===== config.mk =====
export PLATFORM = sky130hd
export DESIGN_NAME = alu_seq_multiplier_flat
export DESIGN_NICKNAME = d
export VERILOG_FILES = /design/src/rtl/alu_seq_multiplier_if.sv /design/src/rtl/alu_seq_multiplier.sv /design/src/flat_wrapper.sv
export SDC_FILE = /design/constraint.sdc
export NUM_CORES = 1
export LEC_CHECK = 0
export BUFFER_PORTS_ARGS = -buffer_cell sky130_fd_sc_hd__buf_2
export CAP_MARGIN = 0
export CORE_MARGIN = 5
export CORE_UTILIZATION = 35
export CTS_BUF_LIST = sky130_fd_sc_hd__clkbuf_8 sky130_fd_sc_hd__clkbuf_16
export CTS_CLUSTER_DIAMETER = 30
export DETAILED_ROUTE_END_ITERATION = 16
export PLACE_DENSITY = 0.52
export SYNTH_ARGS = -nofsm -noshare
export SYNTH_HDL_FRONTEND = slang
export SYNTH_SLANG_ARGS = --single-unit
export TNS_END_PERCENT = 100

===== constraint.sdc =====
create_clock -name clk -period 5 [get_ports clk]
set_clock_uncertainty 0.05 [all_clocks]
set_input_delay 0.25 -clock clk [delete_from_list [all_inputs] [get_ports clk]]
set_output_delay 0.25 -clock clk [all_outputs]
set_load 0.05 [all_outputs]

===== src/rtl/alu_seq_multiplier_if.sv =====
// Handshake and data bundle for the sequential multiplier.
// The master issues operands and start; the slave returns status and product.
interface alu_seq_multiplier_if #(
    parameter int W = 32
);
    logic           start;
    logic           signed_mode;
    logic [W-1:0]   a;
    logic [W-1:0]   b;
    logic           busy;
    logic           done;
    logic [2*W-1:0] product;

    modport master (
        output start, signed_mode, a, b,
        input  busy, done, product
    );

    modport slave (
        input  start, signed_mode, a, b,
        output busy, done, product
    );
endinterface


===== src/rtl/alu_seq_multiplier.sv =====
// Radix-2 shift-add multiplier: W RUN cycles, then a one-cycle done strobe.
// Signed operands are multiplied as magnitudes and the sign applied at the end.
module alu_seq_multiplier #(
    parameter int W = 32
) (
    input  logic                  clk,
    input  logic                  rst,
    alu_seq_multiplier_if.slave   m
);
    localparam int CW = $clog2(W);

    typedef enum logic [1:0] {
        IDLE,
        RUN,
        DONE
    } state_t;

    state_t         state;
    logic [CW-1:0]  cnt;
    logic [2*W-1:0] acc;
    logic [2*W-1:0] mcand;
    logic [W-1:0]   mplier;
    logic           neg;
    logic           busy_q;
    logic           done_q;
    logic [2*W-1:0] prod_q;

    logic [W-1:0]   mag_a;
    logic [W-1:0]   mag_b;
    logic [2*W-1:0] acc_nxt;
    logic [2*W-1:0] prod_nxt;

    // |x| as a W-bit unsigned value; the most negative value maps onto itself
    assign mag_a = (m.signed_mode && m.a[W-1]) ? -m.a : m.a;
    assign mag_b = (m.signed_mode && m.b[W-1]) ? -m.b : m.b;

    // Accumulator value after the current multiplier bit is consumed
    assign acc_nxt  = mplier[0] ? (acc + mcand) : acc;
    assign prod_nxt = neg ? -acc_nxt : acc_nxt;

    assign m.busy    = busy_q;
    assign m.done    = done_q;
    assign m.product = prod_q;

    // Control FSM and datapath; all outputs registered
    always_ff @(posedge clk) begin
        if (rst) begin
            state  <= IDLE;
            cnt    <= '0;
            acc    <= '0;
            mcand  <= '0;
            mplier <= '0;
            neg    <= 1'b0;
            busy_q <= 1'b0;
            done_q <= 1'b0;
            prod_q <= '0;
        end else begin
            done_q <= 1'b0;
            unique case (state)
                IDLE, DONE: begin
                    if (m.start) begin
                        state  <= RUN;
                        busy_q <= 1'b1;
                        cnt    <= '0;
                        acc    <= '0;
                        mcand  <= {{W{1'b0}}, mag_a};
                        mplier <= mag_b;
                        neg    <= m.signed_mode & (m.a[W-1] ^ m.b[W-1]);
                    end else begin
                        state  <= IDLE;
                    end
                end
                RUN: begin
                    acc    <= acc_nxt;
                    mcand  <= mcand << 1;
                    mplier <= mplier >> 1;
                    cnt    <= cnt + CW'(1);
                    if (cnt == CW'(W - 1)) begin
                        state  <= DONE;
                        busy_q <= 1'b0;
                        done_q <= 1'b1;
                        prod_q <= prod_nxt;
                    end
                end
                default: begin
                    state  <= IDLE;
                    busy_q <= 1'b0;
                end
            endcase
        end
    end
endmodule


===== src/flat_wrapper.sv =====
// flat-port wrapper written by rule: the top's interface ports become plain ports
module alu_seq_multiplier_flat 
#(
    parameter int W = 32
)
  (clk, rst, m_start, m_signed_mode, m_a, m_b, m_busy, m_done, m_product);
  alu_seq_multiplier_if #(.W(W)) m_i ();
  input  logic clk;
  input  logic rst;
  input wire logic [$bits(m_i.start)-1:0] m_start;
  input wire logic [$bits(m_i.signed_mode)-1:0] m_signed_mode;
  input wire logic [$bits(m_i.a)-1:0] m_a;
  input wire logic [$bits(m_i.b)-1:0] m_b;
  output wire logic [$bits(m_i.busy)-1:0] m_busy;
  output wire logic [$bits(m_i.done)-1:0] m_done;
  output wire logic [$bits(m_i.product)-1:0] m_product;
  assign m_i.start = m_start;
  assign m_i.signed_mode = m_signed_mode;
  assign m_i.a = m_a;
  assign m_i.b = m_b;
  assign m_busy = m_i.busy;
  assign m_done = m_i.done;
  assign m_product = m_i.product;
  alu_seq_multiplier #(.W(W)) u_core (.clk(clk), .rst(rst), .m(m_i));
endmodule

==> results <==
- The run finished with clean final reports.
- In this run, synthesis inferred 0 flip-flops with an integrated enable.
- The unique cell type count in the Yosys netlist is 92.
- For this block, the via count after detailed routing is 17.7k.
- The die covers 0.0517 sq mm.
- The cell occurring most often along the worst timing path is or3_4.
- The worst hold path belongs to the class primary input to flip-flop.
- The detailed-router iteration count before antenna repair is 6.
- The cell with the largest stage delay on the worst path is or4b_4.
- The ratio of final minimum period to clock period is 0.958.
- The number of warning messages in the yosys log is 0.
- The utilization of the core after routing is 0.452.
- The instance count of the mapped netlist is 2,238.
- Traced cell by cell, the critical path runs through ha_1 > inv_1 > fa_1 > nor2b_2 > nor3_1 > nor3_4 > o2111ai_4 > or3_4 > or4b_4 > or3b_4 > or3_4 > nor4_4 > nand2_2 > and3_1 > or3_1 > a21oi_1.
- The routability congestion estimate from global placement is 0.960.
- The largest stage delay on the critical path is 0.57 ns.
- After synthesis, the largest family of logic cells by area is compound AO/OA/AOI/OAI gates.
- For this run, design rule violations remaining after detail routing come to 0.
- Counting every net in the synthesized netlist gives 2,375.
- TritonCTS built the clock tree.
- The family with the most delay on the worst path is simple AND/OR/NAND/NOR gates.
- The first global-routing pass estimated 94.1 mm of wire.
- The share of synthesized registers carrying an async set or reset is 0.
- The worst-skew pair later-pin latency is 0.60 ns.
- Setup violations remaining at the end of the flow were counted as 0.
- Each instance of the synthesized netlist takes up on average 7.39 sq um.
- Port buffering added 133 buffers.
- After detailed routing, the average wire length per cell comes to 19.9 um.
- Clock tree synthesis selected as its root buffer the cell clkbuf_16.
- In this run the count of I/O pins placed on the die edge is 134.
- The fraction of the mapped netlist area in adder cells is 0.0526.
- Together, buffers and inverters on the worst path number 1.
- The number of hold violations in the final report came to 0.
- For this run, the post-layout net count is 2,559.
- The placed wire-length estimate after detailed placement is 45.0 mm.
- The total area inside the core boundary comes to 0.0467 sq mm.
- The sort of element at the start of the critical path is a flip-flop.
- The share of the synthesized area in compound gates (AO/OA/AOI/OAI) is 0.298.
- The area growth from synthesis to layout is 27.5%.
- Of the total synthesized cell area, the portion taken by AND, OR, NAND and NOR gates is 0.233.
- Leaving out fill and tap cells, the most frequent cell in the layout is nand2_1.
- In the routed layout, each cell is associated on average with a via count of 5.74.
- Clock tree synthesis inserted a total of 68 buffers.
- Of the post-synthesis cell area, the dominant cell type holds 0.283.
- Timing would allow up to 209 MHz.
- The count of standard-cell rows is 79.
- For this run, the register share of the synthesized area comes to 0.283.
- For this design the ratio of total power to cell area is 344 mW/mm^2.
- The fraction of synthesized area in multiplexers is 0.0142.
- Clock-pin slew was measured on the worst setup and hold paths at 0.04 ns.
- Across all register-to-register paths, the minimum setup slack is 0.21 ns.
- The biggest area contributor in the post-synthesis netlist is dfxtp_1.
- The maximum number of pins on one net before global-route repair is 132.
- The clock passes through at most 3 buffers.
- The smallest clock period supported by the final layout is computed as 4.79 ns.
- The floorplan step set the die height to 227 um.
- The flip-flop and latch count after synthesis is 234.
- The number of design-rule violations left by the first detailed-router iteration is 1,168.
- The H-tree was split into 3 levels.
- The count of inserted antenna diode cells is 0.
- Headroom to the max-slew limit came out at 0.220.
- The total overflow left after global routing is 0.
- The transition time of the tightest slew-check pin is 1.17 ns.
- The layout cell share with drive strength beyond 1 is 0.167.
- By area the synthesized netlist is led by dfxtp_1, a21oi_1, nand2_1.
- The aggregate routed wire length is 61.4 mm.
- Across the VDD grid, the largest voltage drop is 0.000233 V.
- The most used flip-flop cell after synthesis is dfxtp_1.
- The number of pins exceeding their max-slew limit in the final report is 0.
- The tool flagged a number of max-cap violations equal to 0.
- The summed instance area of the synthesized netlist is 0.0165 sq mm.
- The worst-path maximum fanout is 5.
- For this configuration, the core starts out at a cell density of 0.355.
- The die width is 227 um.
- The worst setup path is captured at a flip-flop.
- The global routing usage summed across all routing layers is 0.228.
- Of the total synthesized cell area, the portion taken by XOR and XNOR cells is 0.0760.
- The design draws 7260 uW.
- In the layout the commonest cells are nand2_1, a21oi_1, nor2_1, dfxtp_1, a22oi_1.
- Once detail routing completed, the nets flagged for antenna violations numbered 0.
- STA puts the critical path data arrival time at 5.24 ns.
- Data on the critical path is required at its endpoint by 5.45 ns.
- The static leakage is 0.00818 uW.
- The worst setup path is of the flip-flop to flip-flop kind.
- The via count of the first global-routing pass is 17.0k.
- The number of antenna violations at the first check in global routing is 0.
- Hold is met by 0.0255 ns.
- Clock tree synthesis found a total of 234 sinks.
layout make-up:
cell class / count / area (sq um)
clock inverter: 51 / 596
inverter: 34 / 128
fill: 4687 / 25600
tap: 607 / 759
multi-input combinational: 1818 / 11300
timing repair buffer: 266 / 1820
clock buffer: 74 / 1810
sequential: 234 / 4690
synthesized netlist by cell type, drive strengths merged, types with 11 or more instances:
library cell,instances
a211oi,16
a21o,24
a21oi,254
a22oi,142
a31oi,17
and2,11
and3,11
and4,11
buf,28
clkbuf,124
dfxtp,234
ha,68
inv,33
mux2,12
nand2,306
nand2b,25
nand3,34
nand4,41
nor2,234
nor3,58
nor4,19
o211ai,14
o21a,22
o21ai,143
o31ai,30
o41ai,16
or2,16
or3,19
xnor2,82
xor2,59
tightest hold or removal path, cell delays in order:
cell and delay, ns:
buf_2 0.12, xor2_1 0.07, nand2_1 0.09, a21oi_1 0.07
kinds of logic (layout without fill, tap and decap cells):
kind of cell,after synthesis,count (layout)
AOI/OAI and AO/OA,762,762
xor gates and xnor gates,142,142
adders and majority gates,69,69
buffers and inverters,186,425
DFF,234,234
muxes,22,22
and+or+nand+nor,823,823
registers in the layout, summed over array words and instances, names as in the netlist:
register and cells:
u_core.neg 1, u_core.state 2, u_core.m.busy 1, u_core.m.product 64
u_core.cnt 5, u_core.mplier 32, u_core.acc 64, u_core.mcand 64
u_core.m.done 1
metrics by stage:
stage / setup TNS, ns / std cells / instance area [sq um] / setup slack [ns]
after floorplan: 0 / 2238 / 16500 / 0.428
after global placement: 0 / 2903 / 18000 / 0.0818
after detailed placement: -0.00100 / 2903 / 18000 / -0.00100
after CTS: 0 / 3081 / 21000 / 0.0416
after global routing: -0.0310 / 3084 / 21100 / -0.0161
final: 0 / 3084 / 21100 / 0.210
power by group:
part	internal, uW	total (uW)	switching [uW]
combinational	305	823	518
sequential	1920	1970	50.6
clock	3090	4460	1380
total	5310	7260	1950
repair_timing:
action | 4_1_cts | 5_1_grt
pin swaps | 0 | 5
buffers inserted | 0 | 3
hold buffers | 53 | 0
endpoints found under the hold margin | 53 | 0
endpoints found under the setup margin | 2 | 23
gates cloned | 0 | 0
resized for setup | 2 | 21
final timing paths:
check | cells past startpoint | endpoint | start
setup reg to reg | 16 | u_core.m.product[55] | u_core.mcand[0]
hold / removal | 4 | u_core.mcand[22] | m_a[22]
setup / recovery | 16 | u_core.m.product[55] | u_core.mcand[0]
hold reg to reg | 2 | u_core.m.product[56] | u_core.m.product[56]
routing by layer:
layer  wire (um)  vias up  part of all wire  track usage
li1            -     8583                 -            -
met1       25400     8470              0.41        0.273
met2       30700      512              0.50        0.406
met3        2860      134             0.047       0.0391
met4        2440        0             0.040       0.0941
met5           0        -                 0            0
No activity file was read; power rests on OpenSTA's default activity.
